==> src/rtl/lut_cfg_loader_pkg.sv <==
// rtl/lut_cfg_loader_pkg.sv - shared constants, states and helpers for the LUT configuration loader
package lut_cfg_loader_pkg;

    localparam int FRAG_BITS = 16;

    localparam logic [1:0] ST_IDLE = 2'd0;
    localparam logic [1:0] ST_LOAD = 2'd1;
    localparam logic [1:0] ST_DONE = 2'd2;

    typedef enum logic [1:0] {
        STATE_IDLE = ST_IDLE,
        STATE_LOAD = ST_LOAD,
        STATE_DONE = ST_DONE
    } state_e;

    function automatic int slice_base(input int k);
        return FRAG_BITS * k;
    endfunction

endpackage

==> src/rtl/lut_cfg_loader_shifter.sv <==
// rtl/lut_cfg_loader_shifter.sv - serial-in/parallel-out truth-table word assembler
module lut_cfg_shifter
    import lut_cfg_loader_pkg::*;
(
    input  logic                 clk,
    input  logic                 reset,
    input  logic                 clear,
    input  logic                 shift_en,
    input  logic                 data,
    output logic [FRAG_BITS-1:0] word,
    output logic                 word_complete
);

    // Only 15 bits are stored: the 16th arrives live and completes the word.
    logic [FRAG_BITS-2:0] shift_q;
    logic [3:0]           bit_cnt;

    assign word_complete = shift_en && (bit_cnt == 4'd15);
    assign word          = {data, shift_q};

    always_ff @(posedge clk) begin
        if (reset) begin
            shift_q <= '0;
            bit_cnt <= '0;
        end else if (clear) begin
            shift_q <= '0;
            bit_cnt <= '0;
        end else if (shift_en) begin
            shift_q <= {data, shift_q[FRAG_BITS-2:1]};
            bit_cnt <= bit_cnt + 4'd1;
        end
    end

endmodule

==> src/rtl/lut_cfg_loader.sv <==
// rtl/lut_cfg_loader.sv - serial configuration writer for a column of 4-input LUT fragments
module lut_cfg_loader
    import lut_cfg_loader_pkg::*;
#(
    parameter int NUM_FRAGS = 4,
    parameter int IDX_W     = 2
) (
    input  logic                           clk,
    input  logic                           reset,
    input  logic                           cfg_start,
    input  logic                           cfg_abort,
    input  logic                           cfg_data,
    input  logic                           cfg_valid,
    output logic                           cfg_ready,
    output logic [NUM_FRAGS*FRAG_BITS-1:0] frag_bit_info,
    output logic                           cfg_busy,
    output logic                           cfg_done,
    output logic [IDX_W-1:0]               cfg_frag_idx
);

    logic [1:0]           state;
    logic                 accept;
    logic                 shifter_clear;
    logic [FRAG_BITS-1:0] word;
    logic                 word_complete;
    logic                 last_frag;

    assign cfg_ready = (state == ST_LOAD);
    assign cfg_busy  = (state == ST_LOAD);
    assign cfg_done  = (state == ST_DONE);

    // Abort wins over a bit presented in the same cycle.
    assign accept        = (state == ST_LOAD) && cfg_valid && !cfg_abort;
    assign shifter_clear = ((state == ST_IDLE) && cfg_start) ||
                           ((state == ST_LOAD) && cfg_abort);
    assign last_frag     = (cfg_frag_idx == IDX_W'(NUM_FRAGS - 1));

    lut_cfg_shifter u_shifter (
        .clk           (clk),
        .reset         (reset),
        .clear         (shifter_clear),
        .shift_en      (accept),
        .data          (cfg_data),
        .word          (word),
        .word_complete (word_complete)
    );

    always_ff @(posedge clk) begin
        if (reset) begin
            state         <= ST_IDLE;
            cfg_frag_idx  <= '0;
            frag_bit_info <= '0;
        end else begin
            case (state)
                ST_IDLE: begin
                    if (cfg_start) begin
                        state        <= ST_LOAD;
                        cfg_frag_idx <= '0;
                    end
                end
                ST_LOAD: begin
                    if (cfg_abort) begin
                        state        <= ST_IDLE;
                        cfg_frag_idx <= '0;
                    end else if (word_complete) begin
                        for (int k = 0; k < NUM_FRAGS; k++) begin
                            if (cfg_frag_idx == IDX_W'(k)) begin
                                frag_bit_info[slice_base(k) +: FRAG_BITS] <= word;
                            end
                        end
                        if (last_frag) begin
                            state        <= ST_DONE;
                            cfg_frag_idx <= '0;
                        end else begin
                            cfg_frag_idx <= cfg_frag_idx + IDX_W'(1);
                        end
                    end
                end
                ST_DONE: begin
                    state <= ST_IDLE;
                end
                default: begin
                    state <= ST_IDLE;
                end
            endcase
        end
    end

endmodule

==> config.mk <==
export PLATFORM = sky130hd
export DESIGN_NAME = lut_cfg_loader
export DESIGN_NICKNAME = d
export VERILOG_FILES = /design/src/rtl/lut_cfg_loader_pkg.sv /design/src/rtl/lut_cfg_loader_shifter.sv /design/src/rtl/lut_cfg_loader.sv
export SDC_FILE = /design/constraint.sdc
export NUM_CORES = 1
export LEC_CHECK = 0
export ABC_AREA = 1
export BUFFER_PORTS_ARGS = -buffer_cell sky130_fd_sc_hd__buf_2
export CORE_MARGIN = 4
export CORE_UTILIZATION = 50
export DETAILED_ROUTE_END_ITERATION = 12
export GPL_TIMING_DRIVEN = 0
export HOLD_SLACK_MARGIN = 0.05
export PLACE_DENSITY_LB_ADDON = 0.12
export SLEW_MARGIN = 40
export SYNTH_ARGS = -nofsm -noshare
export SYNTH_HDL_FRONTEND = slang
export SYNTH_SLANG_ARGS = --single-unit
export TNS_END_PERCENT = 50
==> constraint.sdc <==
create_clock -name clk -period 2.2 [get_ports clk]
set_input_delay 0.44 -clock clk [delete_from_list [all_inputs] [get_ports clk]]
set_output_delay 0.44 -clock clk [all_outputs]
set_load 0.02 [all_outputs]
==> summary.txt, run 1 <==
Status
  – Run status: completed

Timing
  – Worst Max-Slew Pin Slew: 0.543 ns
  – Max-slew headroom at the worst pin: 63.8%
  – Fraction of the cycle the final worst path needs: 80.9%
  – Max-slew violation total from the final report: 0
  – Upper clock frequency limit: 562 MHz
  – Unrepaired setup endpoints after global routing: no
  – Tmin final: 1.78 ns
  – Number of endpoints failing setup at the final stage: 0
  – Post-route setup TNS: 0 ns
  – Number of hold-slack violations in the final timing report: 0
  – Final clock skew: 0.00992 ns

Clocking
  – PostCTS Resize Cnt: 0
  – CTS tree: yes
  – Root buffer cell: sky130_fd_sc_hd__clkbuf_8
  – Number of buffers inserted by hold repair at cts: 0
  – Post-CTS setup-driven buffer insertion count: 0
  – Number of sinks on the clock net: 87
  – Clock Tree Buf Depth: 2
  – CTS clk-pin slew, worst paths: 0.08 ns
  – Number of buffers created by CTS: 9
  – Total number of H-tree levels: 3
  – Clock Latency Late Sink: 0.37 ns

Synth
  – Area fraction in compound gates after synthesis: 2.78%
  – Adder and majority gate portion of the synthesized area: 1.48%
  – Cell types occupying the most area after synthesis: sky130_fd_sc_hd__dfxtp_1, sky130_fd_sc_hd__nand2_1, sky130_fd_sc_hd__inv_1
  – Area share of xor/xnor cells in the synthesized design: 0.207%
  – Number of distinct library cell variants in the gate-level netlist after synthesis: 23
  – Largest area contributor in the synthesized netlist: sky130_fd_sc_hd__dfxtp_1
  – Share of cell area taken by muxes after synthesis: 0%
  – Flip-flop cell with the highest count after synthesis: sky130_fd_sc_hd__dfxtp_1
  – Post-synth EDFFs: 0
  – Post-synth ARST share: 0%
  – Portion of the post-synthesis area used by sequential elements: 41.2%
  – Share of Yosys cell area claimed by the top area cell type: 41.2%
  – Synthesized-area fraction occupied by and/or/nand/nor cells: 34.6%
  – Synth Register Bits: 87
  – Syn Area/Cell: 6.69 um^2
  – Net count of the mapped netlist: 643
  – Most repeated cell in the gate-level netlist after synthesis: sky130_fd_sc_hd__nand2_1
  – Combinational family with the most area after synthesis: simple AND/OR/NAND/NOR gates
  – Instance count of the mapped netlist: 632
  – Yosys warnings: 0
  – Top cells by count, synth: sky130_fd_sc_hd__nand2_1, sky130_fd_sc_hd__inv_1, sky130_fd_sc_hd__dfxtp_1
  – Cell area after synthesis: 4230 um^2

Placed design
  – IO Port Bufs: 74
  – Hpwl dp: 7540 um
  – Gp weighted congestion: 0.897

Drt
  – Average detailed-routed wire length per instance: 12.5 um
  – DRC violation total after the first TritonRoute iteration: 247
  – Routed Wire Length: 10300 um
  – Post-detailed-route DRC marker count: 0
  – Vias: 3918
  – Post-route ant nets: 0
  – Iteration count of the initial detailed-routing pass: 6
  – Drt via density: 4.74

Floorplanning
  – Std-Cell Rows: 33
  – Starting density of the core: 51.5%
  – Height of the chip: 100 um
  – Num ports: 75
  – Die outline area: 9990 um^2
  – Core footprint: 8220 um^2
  – DIE WIDTH: 100 um

Flow run
  – Max-cap violation count: 0

Critical path
  – Path type of the worst setup path: flop to flop
  – Setup slack on the worst flop-to-flop path: 0.42 ns
  – Type of origin of the critical path: flop
  – RR Endpoint: frag_bit_info[32]
  – Arrival time reported for the critical path endpoint: 2.05 ns
  – Worst setup EP type: flop
  – Number of cell instances on the worst register-to-register path: 7
  – Top fanout value on the critical path: 10
  – Launching point of the worst reg2reg path: cfg_frag_idx[0]
  – Crit path required time: 2.47 ns

Finish
  – Inserted Diodes: 0
  – Total area of multi-input combinational cells: 1650 um^2
  – Combined flip-flop and latch cell area: 1740 um^2
  – Number of inserted filler cells in the final layout: 822
  – Signed area change from the synthesized netlist to the final layout: 17.1%
  – Number of nets in the final layout: 728
  – Finished Core Util: 60.3%
  – Layout cells sized above 1: 16.3%

Worst hold path
  – Number of cells on the worst hold path: 2
  – Kind of path behind the tightest hold check: primary input to flop
  – Hold path startpoint: reset
  – End of the worst hold path: state[1]

Pwr
  – Power density normalized to cell area: 613 nW/um^2
  – Pleak: 2.46 nW
  – Worst IR drop on VDD: 0.000325 V

GRT
  – Pin count of the biggest net entering global routing: 15
  – Antenna violations before repair: 0
  – Vias in the first global route: 3512
  – GRT Total Usage: 21.3%
  – Wire length of the first global-routing pass: 16700 um
  – Global route total overflow: 0
-- per-layer routing --
metal	up-vias	routed length (um)	global-route usage [%]
li1	2053	-	-
met1	1732	4690	28.0
met2	114	4710	34.5
met3	19	716	4.38
met4	0	189	7.77
met5	-	0	0
-- layout by cell type (no fill, tap or decap) --
| cell type | instances |
|---|---|
| sky130_fd_sc_hd__a21oi_1 | 20 |
| sky130_fd_sc_hd__buf_1 | 4 |
| sky130_fd_sc_hd__buf_2 | 80 |
| sky130_fd_sc_hd__buf_4 | 4 |
| sky130_fd_sc_hd__buf_6 | 9 |
| sky130_fd_sc_hd__buf_8 | 2 |
| sky130_fd_sc_hd__bufinv_16 | 2 |
| sky130_fd_sc_hd__clkbuf_1 | 14 |
| sky130_fd_sc_hd__clkbuf_8 | 10 |
| sky130_fd_sc_hd__clkinv_1 | 1 |
| sky130_fd_sc_hd__clkinv_2 | 1 |
| sky130_fd_sc_hd__clkinv_4 | 1 |
| sky130_fd_sc_hd__clkinvlp_4 | 1 |
| sky130_fd_sc_hd__dfxtp_1 | 87 |
| sky130_fd_sc_hd__ha_1 | 5 |
| sky130_fd_sc_hd__inv_1 | 152 |
| sky130_fd_sc_hd__inv_2 | 2 |
| sky130_fd_sc_hd__nand2_1 | 174 |
| sky130_fd_sc_hd__nand3_1 | 6 |
| sky130_fd_sc_hd__nand3_2 | 1 |
| sky130_fd_sc_hd__nand3_4 | 4 |
| sky130_fd_sc_hd__nand4_1 | 64 |
| sky130_fd_sc_hd__nor2_1 | 72 |
| sky130_fd_sc_hd__nor2_8 | 1 |
| sky130_fd_sc_hd__nor3b_1 | 1 |
| sky130_fd_sc_hd__o21a_1 | 1 |
| sky130_fd_sc_hd__o21ai_0 | 2 |
| sky130_fd_sc_hd__xor2_1 | 1 |
-- state kept, by name, summed over array words and instances, names as in the netlist --
| name | flops |
|---|---|
| cfg_frag_idx | 2 |
| u_shifter.bit_cnt | 4 |
| u_shifter.shift_q | 15 |
| frag_bit_info | 64 |
| state | 2 |
-- worst max-delay path, stage by stage, from the launching register on --
cell and delay [ns]:
sky130_fd_sc_hd__dfxtp_1 0.36, sky130_fd_sc_hd__inv_1 0.13, sky130_fd_sc_hd__ha_1 0.15, sky130_fd_sc_hd__clkbuf_1 0.32
sky130_fd_sc_hd__buf_1 0.41, sky130_fd_sc_hd__nand4_1 0.15, sky130_fd_sc_hd__nand2_1 0.12, sky130_fd_sc_hd__nor2_1 0.05
-- metrics by stage --
step / instance area, um^2 / power [W] / hold slack, ns / std cells / setup slack (ns)
global placement: 4730 / 0.00182 / 0.453 / 811 / 0.439
detailed placement: 4730 / 0.00183 / 0.463 / 811 / 0.433
CTS: 4950 / 0.00306 / 0.236 / 827 / 0.413
floorplan: 4230 / 0.00177 / 0.441 / 632 / 0.625
global route: 4950 / 0.00315 / 0.237 / 827 / 0.241
finish: 4950 / 0.00304 / 0.242 / 827 / 0.421
-- area by class of cell --
| type | instances | share of cell area [%] |
|---|---|---|
| buffer | 38 | 5.15 |
| sequential | 87 | 35.2 |
| timing repair buffer | 74 | 7.48 |
| tap | 105 | 2.65 |
| inverter | 155 | 11.7 |
| multi-input combinational | 352 | 33.3 |
| clock inverter | 5 | 1.64 |
| clock buffer | 11 | 2.85 |
-- worst max path at each step --
stage                          from           endpoint  slack [ns]
floorplan           cfg_frag_idx[1]  frag_bit_info[48]        0.62
global placement    cfg_frag_idx[0]  frag_bit_info[52]        0.44
detailed placement  cfg_frag_idx[0]  frag_bit_info[52]        0.43
CTS                 cfg_frag_idx[0]  frag_bit_info[52]        0.41
global route        cfg_frag_idx[1]  frag_bit_info[50]        0.24
finish              cfg_frag_idx[0]  frag_bit_info[32]        0.42
-- power breakdown --
| group | internal [W] | switching (W) | total [W] |
|---|---|---|---|
| clock network | 0.000671 | 0.000576 | 0.00125 |
| logic | 0.0000595 | 0.000145 | 0.000204 |
| registers | 0.00158 | 0.00000751 | 0.00159 |
| total | 0.00231 | 0.000728 | 0.00304 |
-- cells by family (layout without fill, tap and decap cells) --
logic type / Yosys count / after routing
and+or+nand+nor: 323 / 323
AOI/OAI and AO/OA: 23 / 23
adders and majority gates: 5 / 5
DFF: 87 / 87
buffers and inverters: 193 / 283
xor gates and xnor gates: 1 / 1
No activity file was read; power rests on OpenSTA's default activity.
==> inputs of run 2 (changes only) <==
==> constraint.sdc (replaced) <==
create_clock -name clk -period 1.5 [get_ports clk]
set_input_delay 0.3 -clock clk [delete_from_list [all_inputs] [get_ports clk]]
set_output_delay 0.3 -clock clk [all_outputs]
set_load 0.02 [all_outputs]
==> summary.txt, run 2 (same netlist as run 1, synthesis figures left out) <==
Timing
  – Min Hold Slack: 0.0818 ns (-0.160 ns)
  – Fraction of the cycle the final worst path needs: 97.4% (+17 points)
  – Number of endpoints failing setup at the final stage: 0 (unchanged)
  – Post-route setup TNS: 0 ns (unchanged)
  – Upper clock frequency limit: 684 MHz (+22%)
  – Worst Max-Slew Pin Slew: 0.448 ns (-0.0945 ns)
  – Max-slew headroom at the worst pin: 70.1% (+6.3 points)
  – Tmin final: 1.46 ns (-0.318 ns)
  – Max-slew violation total from the final report: 0 (unchanged)
  – Number of hold-slack violations in the final timing report: 0 (unchanged)
  – Unrepaired setup endpoints after global routing: yes
  – Final clock skew: 0.0103 ns (+0.000382 ns)

Critical path
  – Number of cell instances on the worst register-to-register path: 5 (-2)
  – Arrival time reported for the critical path endpoint: 1.73 ns (-0.32 ns)
  – Crit path required time: 1.77 ns (-0.70 ns)
  – Path type of the worst setup path: flop to flop
  – Worst setup EP type: flop
  – Type of origin of the critical path: flop
  – Top fanout value on the critical path: 10 (unchanged)

GRT
  – Pin count of the biggest net entering global routing: 17 (+2)
  – Global route total overflow: 0 (unchanged)
  – Vias in the first global route: 3544 (+0.91%)
  – GRT Total Usage: 21.9% (+0.64 points)
  – Wire length of the first global-routing pass: 17300 um (+3.3%)
  – Antenna violations before repair: 0 (unchanged)

Drt
  – Vias: 3963 (+1.1%)
  – Average detailed-routed wire length per instance: 13.0 um (+4.2%)
  – Drt via density: 4.75 (+0.30%)
  – Post-detailed-route DRC marker count: 0 (unchanged)
  – DRC violation total after the first TritonRoute iteration: 206 (-17%)
  – Post-route ant nets: 0 (unchanged)
  – Routed Wire Length: 10800 um (+5.1%)
  – Iteration count of the initial detailed-routing pass: 5 (-1)

Status
  – Run status: completed

Clocking
  – Clock Latency Late Sink: 0.37 ns (about the same)
  – Total number of H-tree levels: 3 (unchanged)
  – Clock Tree Buf Depth: 2 (unchanged)
  – CTS clk-pin slew, worst paths: 0.09 ns (about the same)
  – CTS tree: yes
  – Number of buffers created by CTS: 9 (unchanged)
  – Number of sinks on the clock net: 87 (unchanged)
  – Root buffer cell: sky130_fd_sc_hd__clkbuf_8

Finish
  – Signed area change from the synthesized netlist to the final layout: 21.7%
  – Reg with most FFs: frag_bit_info
  – Number of nets in the final layout: 735 (+0.96%)
  – Max FFs per register: 64 (unchanged)
  – Inserted Diodes: 0 (unchanged)
  – Commonest non-fill, non-tap cell in the layout: sky130_fd_sc_hd__nand2_1
  – Largest registers ranked by flip-flop count: frag_bit_info x64, u_shifter.shift_q x15, u_shifter.bit_cnt x4
  – Post-route cell area: 5140 um^2 (+3.9%)
  – Layout cells sized above 1: 20.4% (+4.1 points)
  – Finished Core Util: 62.6% (+2.3 points)
  – Commonest cells after routing, fill and taps aside: sky130_fd_sc_hd__nand2_1, sky130_fd_sc_hd__inv_1, sky130_fd_sc_hd__dfxtp_1

Floorplanning
  – Die outline area: 9990 um^2 (unchanged)
  – Height of the chip: 100 um (unchanged)
  – Num ports: 75 (unchanged)
  – Starting density of the core: 51.5% (unchanged)
  – Core footprint: 8220 um^2 (unchanged)
  – DIE WIDTH: 100 um (unchanged)
  – Std-Cell Rows: 33 (unchanged)

Pwr
  – Power density normalized to cell area: 882 nW/um^2 (+44%)
  – Worst IR drop on VDD: 0.000463 V (+42%)
  – Pleak: 2.52 nW (+2.5%)

Placed design
  – Post-placement cell area: 4730 um^2 (about the same)
  – Hpwl dp: 7470 um (-0.88%)
  – IO Port Bufs: 74 (unchanged)
  – Gp weighted congestion: 0.900 (+0.37%)

Worst hold path
  – Kind of path behind the tightest hold check: primary input to flop
  – Number of cells on the worst hold path: 2 (unchanged)

Flow run
  – Max-cap violation count: 0 (unchanged)
run 2: cell types whose count changed in the layout (fill, tap and decap cells not counted), moves of 4 or more:
cell and change:
sky130_fd_sc_hd__buf_6 +5, sky130_fd_sc_hd__dfxtp_1 -4, sky130_fd_sc_hd__clkbuf_1 -8, sky130_fd_sc_hd__ha_1 -5, sky130_fd_sc_hd__ha_2 +4, sky130_fd_sc_hd__buf_4 +6
run 2: metrics by stage:
stage | total power (W) | instances | worst slack [ns]
after floorplan | 0.00260 | 632 | -0.0523
after global placement | 0.00267 | 811 | -0.215
after detailed placement | 0.00268 | 811 | -0.216
after CTS | 0.00454 | 828 | 0.00251
after global routing | 0.00471 | 834 | -0.0576
final | 0.00454 | 834 | 0.0389
run 2: final timing paths:
| path | startpoint | to | slack [ns] |
|---|---|---|---|
| hold reg to reg | u_shifter.shift_q[0] | u_shifter.shift_q[0] | 0.48 |
| hold / removal | reset | state[1] | 0.08 |
| setup / recovery | cfg_frag_idx[1] | frag_bit_info[48] | 0.04 |
| setup reg to reg | cfg_frag_idx[1] | frag_bit_info[48] | 0.04 |
run 2: final cells by class:
cell class | count | area [um^2]
Fill cell | 778 | 3070
Sequential cell | 87 | 1750
Multi-Input combinational cell | 352 | 1690
Inverter | 155 | 584
Timing Repair Buffer | 86 | 483
Buffer | 33 | 278
Tap cell | 105 | 131
Clock buffer | 9 | 124
Clock inverter | 7 | 103
run 2: metal layers:
| layer | vias to the layer above | global-route usage (%) | wire length [um] |
|---|---|---|---|
| met1 | 1729 | 29.9 | 4990 |
| li1 | 2065 | - | - |
| met4 | 0 | 8.30 | 269 |
| met3 | 22 | 4.10 | 691 |
| met2 | 147 | 34.5 | 4880 |
| met5 | - | 0 | 0 |
run 2: what timing repair did:
action	in CTS	in global routing
pin swaps	1	2
setup endpoints to repair	76	74
cloned	0	2
gates resized for setup	16	21
hold buffers	0	0
setup buffers	5	5
run 2: report_power, final:
group / internal [W] / switching [W] / total (W)
combinational: 0.000104 / 0.000218 / 0.000322
clock: 0.000958 / 0.000930 / 0.00189
sequential: 0.00232 / 0.0000129 / 0.00233
run 2: critical path, cell delays in order (launching register included):
cell and delay [ns]:
sky130_fd_sc_hd__dfxtp_1 0.43, sky130_fd_sc_hd__ha_2 0.38, sky130_fd_sc_hd__clkbuf_2 0.26, sky130_fd_sc_hd__nand4_1 0.15
sky130_fd_sc_hd__nand2_1 0.09, sky130_fd_sc_hd__nor2_1 0.04
==> inputs of run 3 (changes only) <==
--- a/config.mk
+++ b/config.mk
@@ -8,7 +8,7 @@
 export ABC_AREA = 1
 export BUFFER_PORTS_ARGS = -buffer_cell sky130_fd_sc_hd__buf_2
 export CORE_MARGIN = 4
-export CORE_UTILIZATION = 50
+export CORE_UTILIZATION = 44
 export DETAILED_ROUTE_END_ITERATION = 12
 export GPL_TIMING_DRIVEN = 0
 export HOLD_SLACK_MARGIN = 0.05
@@ -17,4 +17,3 @@
 export SYNTH_ARGS = -nofsm -noshare
 export SYNTH_HDL_FRONTEND = slang
 export SYNTH_SLANG_ARGS = --single-unit
-export TNS_END_PERCENT = 50
==> summary.txt, run 3 (same netlist as run 1, synthesis figures left out) <==
Floorplanning
  – Std-Cell Rows: 35 (+6.1%)
  – Starting density of the core: 45.6% (-5.9 points)
  – Core footprint: 9280 um^2 (+13%)
  – Height of the chip: 106 um (+6.1%)
  – Num ports: 75 (unchanged)
  – Die outline area: 11200 um^2 (+13%)
  – DIE WIDTH: 106 um (+6.1%)

Finish
  – Max FFs per register: 64 (unchanged)
  – Commonest cells after routing, fill and taps aside: sky130_fd_sc_hd__nand2_1, sky130_fd_sc_hd__inv_1, sky130_fd_sc_hd__dfxtp_1
  – Post-route cell area: 5100 um^2 (-0.95%)
  – Number of inserted filler cells in the final layout: 958 (+23%)
  – Commonest non-fill, non-tap cell in the layout: sky130_fd_sc_hd__nand2_1
  – Inserted Diodes: 0 (unchanged)
  – Signed area change from the synthesized netlist to the final layout: 20.5%
  – Largest registers ranked by flip-flop count: frag_bit_info x64, u_shifter.shift_q x15, u_shifter.bit_cnt x4
  – Finished Core Util: 54.9% (-7.7 points)
  – Reg with most FFs: frag_bit_info
  – Layout cells sized above 1: 20.0% (-0.47 points)
  – Number of nets in the final layout: 733 (-0.27%)

Placed design
  – Post-place setup slack: -0.243 ns (-0.0269 ns)
  – Hpwl dp: 7680 um (+2.8%)
  – IO Port Bufs: 74 (unchanged)
  – Gp weighted congestion: 0.800 (-11%)
  – Post-placement cell area: 4770 um^2 (+0.69%)

Timing
  – Max-slew violation total from the final report: 0 (unchanged)
  – Post-route setup TNS: 0 ns (unchanged)
  – Final clock skew: 0.0138 ns (+0.00352 ns)
  – Number of hold-slack violations in the final timing report: 0 (unchanged)
  – Upper clock frequency limit: 698 MHz (+1.9%)
  – Tmin final: 1.43 ns (-0.0274 ns)
  – Min Hold Slack: 0.101 ns (+0.0192 ns)
  – Unrepaired setup endpoints after global routing: yes
  – Worst Max-Slew Pin Slew: 0.455 ns (+0.00646 ns)
  – Fraction of the cycle the final worst path needs: 95.6% (-1.8 points)
  – Max-slew headroom at the worst pin: 69.7% (-0.43 points)
  – Post-layout worst setup margin: 0.0663 ns (+0.0274 ns)
  – Number of endpoints failing setup at the final stage: 0 (unchanged)

Clocking
  – CTS tree: yes
  – Root buffer cell: sky130_fd_sc_hd__clkbuf_8
  – Number of buffers inserted by hold repair at cts: 0 (unchanged)
  – Clock Latency Late Sink: 0.37 ns (about the same)
  – CTS clk-pin slew, worst paths: 0.08 ns (about the same)
  – Number of buffers created by CTS: 9 (unchanged)
  – Clock Tree Buf Depth: 2 (unchanged)
  – Number of sinks on the clock net: 87 (unchanged)
  – Total number of H-tree levels: 3 (unchanged)

Pwr
  – Relative contribution of sequential cells to total power: 57.2% (+5.9 points)
  – Pleak: 2.50 nW (-0.67%)
  – Worst IR drop on VDD: 0.000359 V (-22%)
  – Fraction of power consumed by the clock network: 34.9% (-6.7 points)
  – Total internal power: 0.00301 W (-11%)
  – Reported net switching power: 0.00106 W (-8.3%)
  – Net switching share of the total power: 26.1% (+0.55 points)
  – Logic pwr share: 7.9% (+0.8 points)
  – Power density normalized to cell area: 799 nW/um^2 (-9.4%)

Critical path
  – Worst setup EP type: output port
  – Longest individual stage delay on the worst path: 0.34 ns (-0.09 ns)
  – Cell breakdown of the critical path: inv_2 -> nand2_1 -> inv_2 -> buf_4 -> buf_4
  – First element of the critical path: state[1]
  – Type of origin of the critical path: flop
  – Launching point of the worst reg2reg path: cfg_frag_idx[1]
  – Arrival time reported for the critical path endpoint: 1.13 ns (-0.60 ns)
  – Number of cell instances on the worst register-to-register path: 5 (unchanged)
  – Cell type of the slowest stage on the worst timing path: sky130_fd_sc_hd__dfxtp_2
  – Path type of the worst setup path: flop to output port
  – Crit path required time: 1.20 ns (-0.57 ns)
  – Top fanout value on the critical path: 4 (-6)

GRT
  – Wire length of the first global-routing pass: 17500 um (+1.3%)
  – Vias in the first global route: 3577 (+0.93%)
  – Global route total overflow: 0 (unchanged)
  – Pin count of the biggest net entering global routing: 14 (-3)
  – GRT Total Usage: 19.8% (-2.1 points)
  – Antenna violations before repair: 0 (unchanged)

Worst hold path
  – Hold path startpoint: reset
  – Number of cells on the worst hold path: 2 (unchanged)
  – Kind of path behind the tightest hold check: primary input to flop

Flow run
  – Max-cap violation count: 0 (unchanged)

Status
  – Run status: completed

Drt
  – Post-route ant nets: 0 (unchanged)
  – Iteration count of the initial detailed-routing pass: 5 (unchanged)
  – Average detailed-routed wire length per instance: 12.6 um (-2.8%)
  – Drt via density: 4.62 (-2.7%)
  – DRC violation total after the first TritonRoute iteration: 289 (+40%)
  – Vias: 3953 (-0.25%)
  – Routed Wire Length: 10800 um (-0.30%)
  – Post-detailed-route DRC marker count: 0 (unchanged)
[run 3: layout make-up]
type,count,area (um^2),area share (%)
timing repair buffer,84,484,9.50
tap,129,161,3.17
inverter,155,584,11.5
clock buffer,11,131,2.58
sequential,87,1750,34.3
clock inverter,4,23.8,0.466
buffer,33,260,5.11
multi-input combinational,352,1700,33.4
[run 3: critical path, delay by kind of cell, from the launching register on]
family | cells | cell delay [ns]
flip-flops | 1 | 0.34
AND/OR/NAND/NOR | 1 | 0.08
buffers and inverters | 4 | 0.37
[run 3: timing repair]
item / 4_1_cts / 5_1_grt
pin swaps: 0 / 1
setup buffers: 4 / 5
resized for setup: 13 / 20
cloned: 1 / 0
endpoints found under the hold margin: 0 / 0
endpoints found under the setup margin: 75 / 74
[run 3: through the flow]
| step | total power, W | cells |
|---|---|---|
| after floorplan | 0.00260 | 632 |
| after global placement | 0.00268 | 835 |
| after detailed placement | 0.00268 | 835 |
| after CTS | 0.00409 | 851 |
| after global routing | 0.00424 | 855 |
| final | 0.00407 | 855 |
[run 3: final timing paths]
| path | endpoint | slack [ns] |
|---|---|---|
| setup reg to reg | frag_bit_info[40] | 0.08 |
| hold reg to reg | u_shifter.shift_q[0] | 0.48 |
| setup / recovery | cfg_ready | 0.07 |
| hold / removal | state[1] | 0.10 |
[run 3: power groups by stage]
stage | logic, W | clock network, W | registers, W
5_1_grt | 0.000360 | 0.00155 | 0.00233
2_1_floorplan | 0.000215 | 0 | 0.00238
6_report | 0.000323 | 0.00142 | 0.00233
3_5_place_dp | 0.000303 | 0 | 0.00238
4_1_cts | 0.000307 | 0.00145 | 0.00233
3_3_place_gp | 0.000299 | 0 | 0.00238
[run 3: per-layer routing]
metal  share of wire [%]  vias up  track usage [%]
met5                   0        -                0
met4                 2.3        0             7.77
met3                 6.9       23             3.76
met2                  45      136             31.3
met1                  46     1731             26.6
li1                    -     2063                -
